File: src/rtl/mips_cpu_pkg.sv
// rtl/mips_cpu_pkg.sv - shared types and constants for the CPU data bridge
package mips_cpu_pkg;

    typedef enum logic [1:0] {
        IDLE = 2'd0,
        BUS  = 2'd1,
        DONE = 2'd2
    } bridge_state_t;

    localparam logic [31:0] ERROR_DATA_DEFAULT = 32'hDEADBEEF;

endpackage

File: src/rtl/mips_cpu_data_bridge_if.sv
// rtl/mips_cpu_data_bridge_if.sv - CPU data port and Avalon-style bus interfaces
interface mips_cpu_data_if;
    logic        data_read;
    logic        data_write;
    logic [31:0] data_address;
    logic [3:0]  data_byteenable;
    logic [31:0] data_writedata;
    logic [31:0] data_readdata;

    modport master (
        output data_read, data_write, data_address, data_byteenable, data_writedata,
        input  data_readdata
    );

    modport slave (
        input  data_read, data_write, data_address, data_byteenable, data_writedata,
        output data_readdata
    );
endinterface

interface mips_cpu_avm_if;
    logic [31:0] avm_address;
    logic        avm_read;
    logic        avm_write;
    logic [3:0]  avm_byteenable;
    logic [31:0] avm_writedata;
    logic [31:0] avm_readdata;
    logic        avm_waitrequest;

    modport master (
        output avm_address, avm_read, avm_write, avm_byteenable, avm_writedata,
        input  avm_readdata, avm_waitrequest
    );

    modport slave (
        input  avm_address, avm_read, avm_write, avm_byteenable, avm_writedata,
        output avm_readdata, avm_waitrequest
    );
endinterface

File: src/rtl/mips_cpu_bridge_timer.sv
// rtl/mips_cpu_bridge_timer.sv - saturating bus-wait timer with terminal count
module mips_cpu_bridge_timer #(
    parameter int TIMEOUT_CYCLES = 256
) (
    input  logic clk,
    input  logic reset_n,
    input  logic clear,
    input  logic en,
    output logic tc
);

    localparam int              W    = $clog2(TIMEOUT_CYCLES + 1);
    localparam logic [W-1:0]    LAST = W'(TIMEOUT_CYCLES - 1);

    logic [W-1:0] count_q;
    logic [W-1:0] count_d;

    // Holds at LAST so a late waitrequest drop cannot wrap the count
    always_comb begin
        count_d = count_q;
        if (clear) begin
            count_d = '0;
        end else if (en && (count_q != LAST)) begin
            count_d = count_q + W'(1);
        end
    end

    always_ff @(posedge clk or negedge reset_n) begin
        if (!reset_n) begin
            count_q <= '0;
        end else begin
            count_q <= count_d;
        end
    end

    assign tc = (count_q == LAST);

endmodule

File: src/rtl/mips_cpu_data_bridge.sv
// rtl/mips_cpu_data_bridge.sv - stalls the CPU while one data access runs on a wait-state bus
module mips_cpu_data_bridge
    import mips_cpu_pkg::*;
#(
    parameter int          TIMEOUT_CYCLES = 256,
    parameter logic [31:0] ERROR_DATA     = ERROR_DATA_DEFAULT
) (
    input  logic            clk,
    input  logic            reset_n,
    input  logic            sys_clk_enable,
    output logic            cpu_clk_enable,
    mips_cpu_data_if.slave  cpu,
    mips_cpu_avm_if.master  avm,
    output logic            bus_error
);

    bridge_state_t state_q, state_d;
    logic [31:0]   addr_q, addr_d;
    logic [3:0]    be_q, be_d;
    logic [31:0]   wdata_q, wdata_d;
    logic          rd_q, rd_d;
    logic          wr_q, wr_d;
    logic [31:0]   rdata_q, rdata_d;
    logic          err_q, err_d;
    logic          req;
    logic          timer_tc;

    assign req = cpu.data_read | cpu.data_write;

    mips_cpu_bridge_timer #(
        .TIMEOUT_CYCLES (TIMEOUT_CYCLES)
    ) u_timer (
        .clk     (clk),
        .reset_n (reset_n),
        .clear   (state_q == IDLE),
        .en      (state_q == BUS),
        .tc      (timer_tc)
    );

    always_comb begin
        state_d = state_q;
        addr_d  = addr_q;
        be_d    = be_q;
        wdata_d = wdata_q;
        rd_d    = rd_q;
        wr_d    = wr_q;
        rdata_d = rdata_q;
        err_d   = err_q;
        case (state_q)
            IDLE: begin
                if (req) begin
                    state_d = BUS;
                    addr_d  = cpu.data_address;
                    be_d    = cpu.data_byteenable;
                    wdata_d = cpu.data_writedata;
                    // A simultaneous read+write is issued as a write only
                    wr_d    = cpu.data_write;
                    rd_d    = cpu.data_read & ~cpu.data_write;
                end
            end
            BUS: begin
                if (!avm.avm_waitrequest) begin
                    if (rd_q) begin
                        rdata_d = avm.avm_readdata;
                    end
                    rd_d    = 1'b0;
                    wr_d    = 1'b0;
                    state_d = DONE;
                end else if (timer_tc) begin
                    if (rd_q) begin
                        rdata_d = ERROR_DATA;
                    end
                    rd_d    = 1'b0;
                    wr_d    = 1'b0;
                    err_d   = 1'b1;
                    state_d = DONE;
                end
            end
            DONE: begin
                if (sys_clk_enable) begin
                    state_d = IDLE;
                end
            end
            default: begin
                state_d = IDLE;
            end
        endcase
    end

    always_ff @(posedge clk or negedge reset_n) begin
        if (!reset_n) begin
            state_q <= IDLE;
            addr_q  <= '0;
            be_q    <= '0;
            wdata_q <= '0;
            rd_q    <= 1'b0;
            wr_q    <= 1'b0;
            rdata_q <= '0;
            err_q   <= 1'b0;
        end else begin
            state_q <= state_d;
            addr_q  <= addr_d;
            be_q    <= be_d;
            wdata_q <= wdata_d;
            rd_q    <= rd_d;
            wr_q    <= wr_d;
            rdata_q <= rdata_d;
            err_q   <= err_d;
        end
    end

    // Combinational from the CPU strobes so an idle CPU is never stalled
    assign cpu_clk_enable = sys_clk_enable & reset_n &
                            (((state_q == IDLE) & ~req) | (state_q == DONE));

    assign avm.avm_address    = addr_q;
    assign avm.avm_byteenable = be_q;
    assign avm.avm_writedata  = wdata_q;
    assign avm.avm_read       = rd_q;
    assign avm.avm_write      = wr_q;
    assign cpu.data_readdata  = rdata_q;
    assign bus_error          = err_q;

endmodule
File: src/flat_wrapper.sv
// flat-port wrapper written by rule: the top's interface ports become plain ports
module mips_cpu_data_bridge_flat import mips_cpu_pkg::*;
#(
    parameter int          TIMEOUT_CYCLES = 256,
    parameter logic [31:0] ERROR_DATA     = ERROR_DATA_DEFAULT
)
  (clk, reset_n, sys_clk_enable, cpu_clk_enable, bus_error, cpu_data_read, cpu_data_write, cpu_data_address, cpu_data_byteenable, cpu_data_writedata, cpu_data_readdata, avm_avm_address, avm_avm_read, avm_avm_write, avm_avm_byteenable, avm_avm_writedata, avm_avm_readdata, avm_avm_waitrequest);
  mips_cpu_data_if cpu_i ();
  mips_cpu_avm_if avm_i ();
  input  logic clk;
  input  logic reset_n;
  input  logic sys_clk_enable;
  output logic cpu_clk_enable;
  output logic bus_error;
  input wire logic [$bits(cpu_i.data_read)-1:0] cpu_data_read;
  input wire logic [$bits(cpu_i.data_write)-1:0] cpu_data_write;
  input wire logic [$bits(cpu_i.data_address)-1:0] cpu_data_address;
  input wire logic [$bits(cpu_i.data_byteenable)-1:0] cpu_data_byteenable;
  input wire logic [$bits(cpu_i.data_writedata)-1:0] cpu_data_writedata;
  output wire logic [$bits(cpu_i.data_readdata)-1:0] cpu_data_readdata;
  output wire logic [$bits(avm_i.avm_address)-1:0] avm_avm_address;
  output wire logic [$bits(avm_i.avm_read)-1:0] avm_avm_read;
  output wire logic [$bits(avm_i.avm_write)-1:0] avm_avm_write;
  output wire logic [$bits(avm_i.avm_byteenable)-1:0] avm_avm_byteenable;
  output wire logic [$bits(avm_i.avm_writedata)-1:0] avm_avm_writedata;
  input wire logic [$bits(avm_i.avm_readdata)-1:0] avm_avm_readdata;
  input wire logic [$bits(avm_i.avm_waitrequest)-1:0] avm_avm_waitrequest;
  assign cpu_i.data_read = cpu_data_read;
  assign cpu_i.data_write = cpu_data_write;
  assign cpu_i.data_address = cpu_data_address;
  assign cpu_i.data_byteenable = cpu_data_byteenable;
  assign cpu_i.data_writedata = cpu_data_writedata;
  assign cpu_data_readdata = cpu_i.data_readdata;
  assign avm_avm_address = avm_i.avm_address;
  assign avm_avm_read = avm_i.avm_read;
  assign avm_avm_write = avm_i.avm_write;
  assign avm_avm_byteenable = avm_i.avm_byteenable;
  assign avm_avm_writedata = avm_i.avm_writedata;
  assign avm_i.avm_readdata = avm_avm_readdata;
  assign avm_i.avm_waitrequest = avm_avm_waitrequest;
  mips_cpu_data_bridge #(.TIMEOUT_CYCLES(TIMEOUT_CYCLES), .ERROR_DATA(ERROR_DATA)) u_core (.clk(clk), .reset_n(reset_n), .sys_clk_enable(sys_clk_enable), .cpu_clk_enable(cpu_clk_enable), .cpu(cpu_i), .avm(avm_i), .bus_error(bus_error));
endmodule
File: config.mk
export PLATFORM = sky130hd
export DESIGN_NAME = mips_cpu_data_bridge_flat
export DESIGN_NICKNAME = d
export VERILOG_FILES = /design/src/rtl/mips_cpu_pkg.sv /design/src/rtl/mips_cpu_data_bridge_if.sv /design/src/rtl/mips_cpu_bridge_timer.sv /design/src/rtl/mips_cpu_data_bridge.sv /design/src/flat_wrapper.sv
export SDC_FILE = /design/constraint.sdc
export NUM_CORES = 1
export LEC_CHECK = 0
export ABC_CLOCK_PERIOD_IN_PS = 2800
export BUFFER_PORTS_ARGS = -buffer_cell sky130_fd_sc_hd__buf_2
export CAP_MARGIN = 5
export CORE_MARGIN = 10
export CORE_UTILIZATION = 40
export DETAILED_ROUTE_END_ITERATION = 6
export PLACE_DENSITY = 0.7
export SYNTH_ARGS = -nofsm -noshare
export SYNTH_HDL_FRONTEND = slang
export SYNTH_HIERARCHICAL = 1
export SYNTH_SLANG_ARGS = --single-unit
File: constraint.sdc
create_clock -name clk -period 2.8 [get_ports clk]
set_clock_uncertainty 0.2 [all_clocks]
set_input_delay 0.28 -clock clk [delete_from_list [all_inputs] [get_ports clk]]
set_output_delay 0.28 -clock clk [all_outputs]
set_load 0.05 [all_outputs]
==> impl_metrics.csv <==
group,metric,value,unit
worst_setup_path,cp_max_fo,21,
synthesis,synth.distinct_cells,37,
synthesis,synth_common_cells,"114 x dfrtp_1, 61 x mux2_2, 32 x nor2_1",
synthesis,yosysSeqAreaShare,60.7,%
global_routing,grt_pass1_vias,4220,
finish,drive_gt1_share,47.2,%
clock_network,clkSinkCount,114,
power,intPower,5.30,mW
finish,multi_input_area,1620,µm²
clock_network,clk_pin_slew_worst_paths,0.05,ns
floorplanning,die_h,128,µm
run_status,status,"finished, final reports clean",
global_routing,use_met3,6.94,%
synthesis,syn_avg_cell_area,13.6,µm²
clock_network,clk_latency,0.40,ns
sta,slew_headroom,42.4,%
finish,antenna_cells,0,
power,p_seq_share,28.2,%
power,p_clk_share,19.9,%
global_routing,grt_use_total,16.4,%
drt,via_count,3801,
clock_network,clock_tree.buffer_depth,2,
global_routing,grt_pass1_wl,21.7,mm
global_routing,grt_max_degree,70,
drt,ant_nets,0,
clock_network,cts_inserted_buffers,17,
placement,dp_hpwl,8.95,mm
worst_hold_path,worst_hold_path_type,"primary input to flip-flop",
power,p_sw_share,48.1,%
drt,first_pass_iters,4,
finish,fillCellCount,808,
power,power.leakage,3.78,nW
synthesis,synth_top_cell_area_share,60.7,%
power,power_density,1380,nW/µm²
sta,worst_slack,0.435,ns
floorplanning,die_x,128,µm
floorplanning,io_pins,210,
run,drv_cap,0,
finish,final-seq-area,2850,µm²
synthesis,synth-seq-cells,114,
floorplanning,die_area,16500,µm²
power,p_comb_share,51.9,%
sta,period_share,84.5,%
sta,setup_viol,0,
floorplanning,initial_utilization,41.0,%
synthesis,synthArstFlopShare,100,%
clock_network,cts_tree,"done",
placement,portBuffers,209,
drt,routed_wl,13.6,mm
clock_network,cts_max_level,4,
floorplanning,core-area,11500,µm²
synthesis,synth-main-ff-cell,"dfrtp_1",
sta,fmax,423,MHz
global_routing,grt_busiest_layer,"met2",
clock_network,cts_resized,0,
sta,worstMarginPinSlew,0.864,ns
synthesis,netlist_area,4700,µm²
worst_setup_path,arrival,2.44,ns
sta,rsz0062_at_grt,"no",
power,vdd_drop_max,0.000952,V
synthesis,yosysWarnings,6,
sta,fin_crit,2.36,ns
global_routing,overflow,0,
finish,syn2layout_area_growth,57.0,%
synthesis,synth_most_common_cell,"dfrtp_1",
drt,drc,0,
power,p_sw,4.91,mW
global_routing,antenna_found_initial,0,
global_routing,use_met2,27.0,%
worst_setup_path,cp.required,2.88,ns
synthesis,synth_top_cell_by_area,"dfrtp_1",
synthesis,synth_nets,453,
synthesis,synthTopCellsByArea,"dfrtp_1 61%, mux2_2 15%, mux2i_1 5.3%",
drt,viasPerCell,4.69,
sta,setup_tns,0,ns
placement,place_congestion,0.798,
synthesis,synth_edf_count,0,
floorplanning,row_count,39,
global_routing,grt_util_met1,18.1,%
placement,dp_slack,0.443,ns
clock_network,cts-root-buf,"clkbuf_16",
worst_setup_path,crit_type,"flip-flop to flip-flop",
drt,drt_iter0_drc,207,
finish,layout.nets,767,
clock_network,post_cts_buffers,0,
sta,maxSlewViolCount,0,
sta,hold_viol_final,0,
drt,wire_per_inst,16.7,µm
synthesis,synthCells,345,
worst_setup_path,worst_setup_path_end_kind,"flip-flop",
worst_setup_path,startpoint_type,"flip-flop",
-- state kept, by name, indices dropped and copies added (netlist names) --
| signal | flops |
|---|---|
| u_core/avm.avm_write | 1 |
| u_core/u_timer/count_q | 9 |
| u_core/avm.avm_writedata | 32 |
| u_core/bus_error | 1 |
| u_core/avm.avm_read | 1 |
| u_core/avm.avm_byteenable | 4 |
| u_core/state_q | 2 |
| u_core/cpu.data_readdata | 32 |
| u_core/avm.avm_address | 32 |
-- layout make-up --
type | count | area share (%)
flip-flops and latches | 114 | 38.6
repair buffers | 311 | 28.0
multi-input cells | 184 | 21.9
clock buffers | 22 | 6.42
well taps | 143 | 2.42
inverters | 31 | 1.58
clock inverters | 6 | 1.12
-- cell usage in the layout, fill, tap and decap left out, drive strengths merged, types with 2 or more instances in the layout --
| master | count |
|---|---|
| a21oi | 6 |
| a31o | 2 |
| buf | 216 |
| bufinv | 2 |
| clkbuf | 22 |
| clkinv | 3 |
| dfrtp | 114 |
| dlygate4sd3 | 95 |
| ha | 2 |
| inv | 31 |
| mux2 | 76 |
| mux2i | 25 |
| nand2 | 3 |
| nand3 | 3 |
| nand4b | 2 |
| nor2 | 32 |
| nor2b | 10 |
| nor3 | 2 |
| o21ai | 3 |
| o31ai | 3 |
| or3 | 3 |
| or4 | 2 |
-- stage by stage --
stage               instance area, µm²  hold slack, ns  cells  util [%]  power, mW
global placement                  5880           0.262    688      51.2       7.99
detailed placement                5880           0.269    688      51.2       8.10
global route                      7380          0.0268    811      64.4       10.7
CTS                               7380          0.0110    811      64.4       10.3
floorplan                         4700          -0.216    345         -       6.87
finish                            7380          0.0323    811      64.4       10.2
-- power by group through the flow --
stage          combinational (mW)  sequential [mW]  clock [mW]
4_1_cts                      5.33             2.86        2.09
5_1_grt                      5.56             2.98        2.17
2_1_floorplan                1.36             5.51           0
3_3_place_gp                 5.15             2.84           0
6_report                     5.30             2.88        2.03
3_5_place_dp                 5.23             2.87           0
-- worst max-delay path, cell delays in order (launching register included) --
cell	delay [ns]
dfrtp_1	0.39
ha_1	0.21
nand3_1	0.08
nor2_1	0.10
ha_1	0.27
nand2b_1	0.21
nand3_4	0.33
buf_4	0.32
mux2i_1	0.13
-- final timing paths --
| path | start | to | slack, ns | depth (start not counted) |
|---|---|---|---|---|
| max | u_core/u_timer/count_q[0]$_DFFE_PN0P_ | u_core/cpu.data_readdata[28]$_DFFE_PN0P_ | 0.44 | 8 |
| min | avm_avm_readdata[4] | u_core/cpu.data_readdata[4]$_DFFE_PN0P_ | 0.03 | 3 |
| max reg2reg | u_core/u_timer/count_q[0]$_DFFE_PN0P_ | u_core/cpu.data_readdata[28]$_DFFE_PN0P_ | 0.44 | 8 |
| min reg2reg | u_core/avm.avm_writedata[23]$_DFFE_PN0P_ | u_core/avm.avm_writedata[23]$_DFFE_PN0P_ | 0.28 | 1 |
| max in group asynchronous | reset_n | u_core/avm.avm_writedata[22]$_DFFE_PN0P_ | 1.34 | 3 |
| min in group asynchronous | reset_n | u_core/bus_error$_DFFE_PN0P_ | 0.38 | 3 |
-- routing by layer --
| metal | part of all wire, % | wire, µm | up-vias |
|---|---|---|---|
| met5 | 0 | 0 | - |
| met4 | 1.8 | 238 | 0 |
| met3 | 10 | 1390 | 21 |
| met2 | 49 | 6680 | 170 |
| met1 | 39 | 5260 | 1811 |
| li1 | - | - | 1799 |
-- what timing repair did --
action,in CTS,in global routing
endpoints found under the setup margin,0,0
endpoints found under the hold margin,209,0
hold buffers,95,0
-- logic make-up (layout without fill, tap and decap cells) --
logic type	Yosys count	after routing	share of synthesized area (%)
multiplexers	101	101	24.0
buffers and inverters	47	370	5.00
AND/OR/NAND/NOR	60	60	6.84
adder cells (fa/ha/maj)	2	2	0.532
flip-flops	114	114	60.7
AO/OA/AOI/OAI	19	19	2.61
XOR/XNOR	2	2	0.373
No activity file was read; power rests on OpenSTA's default activity.
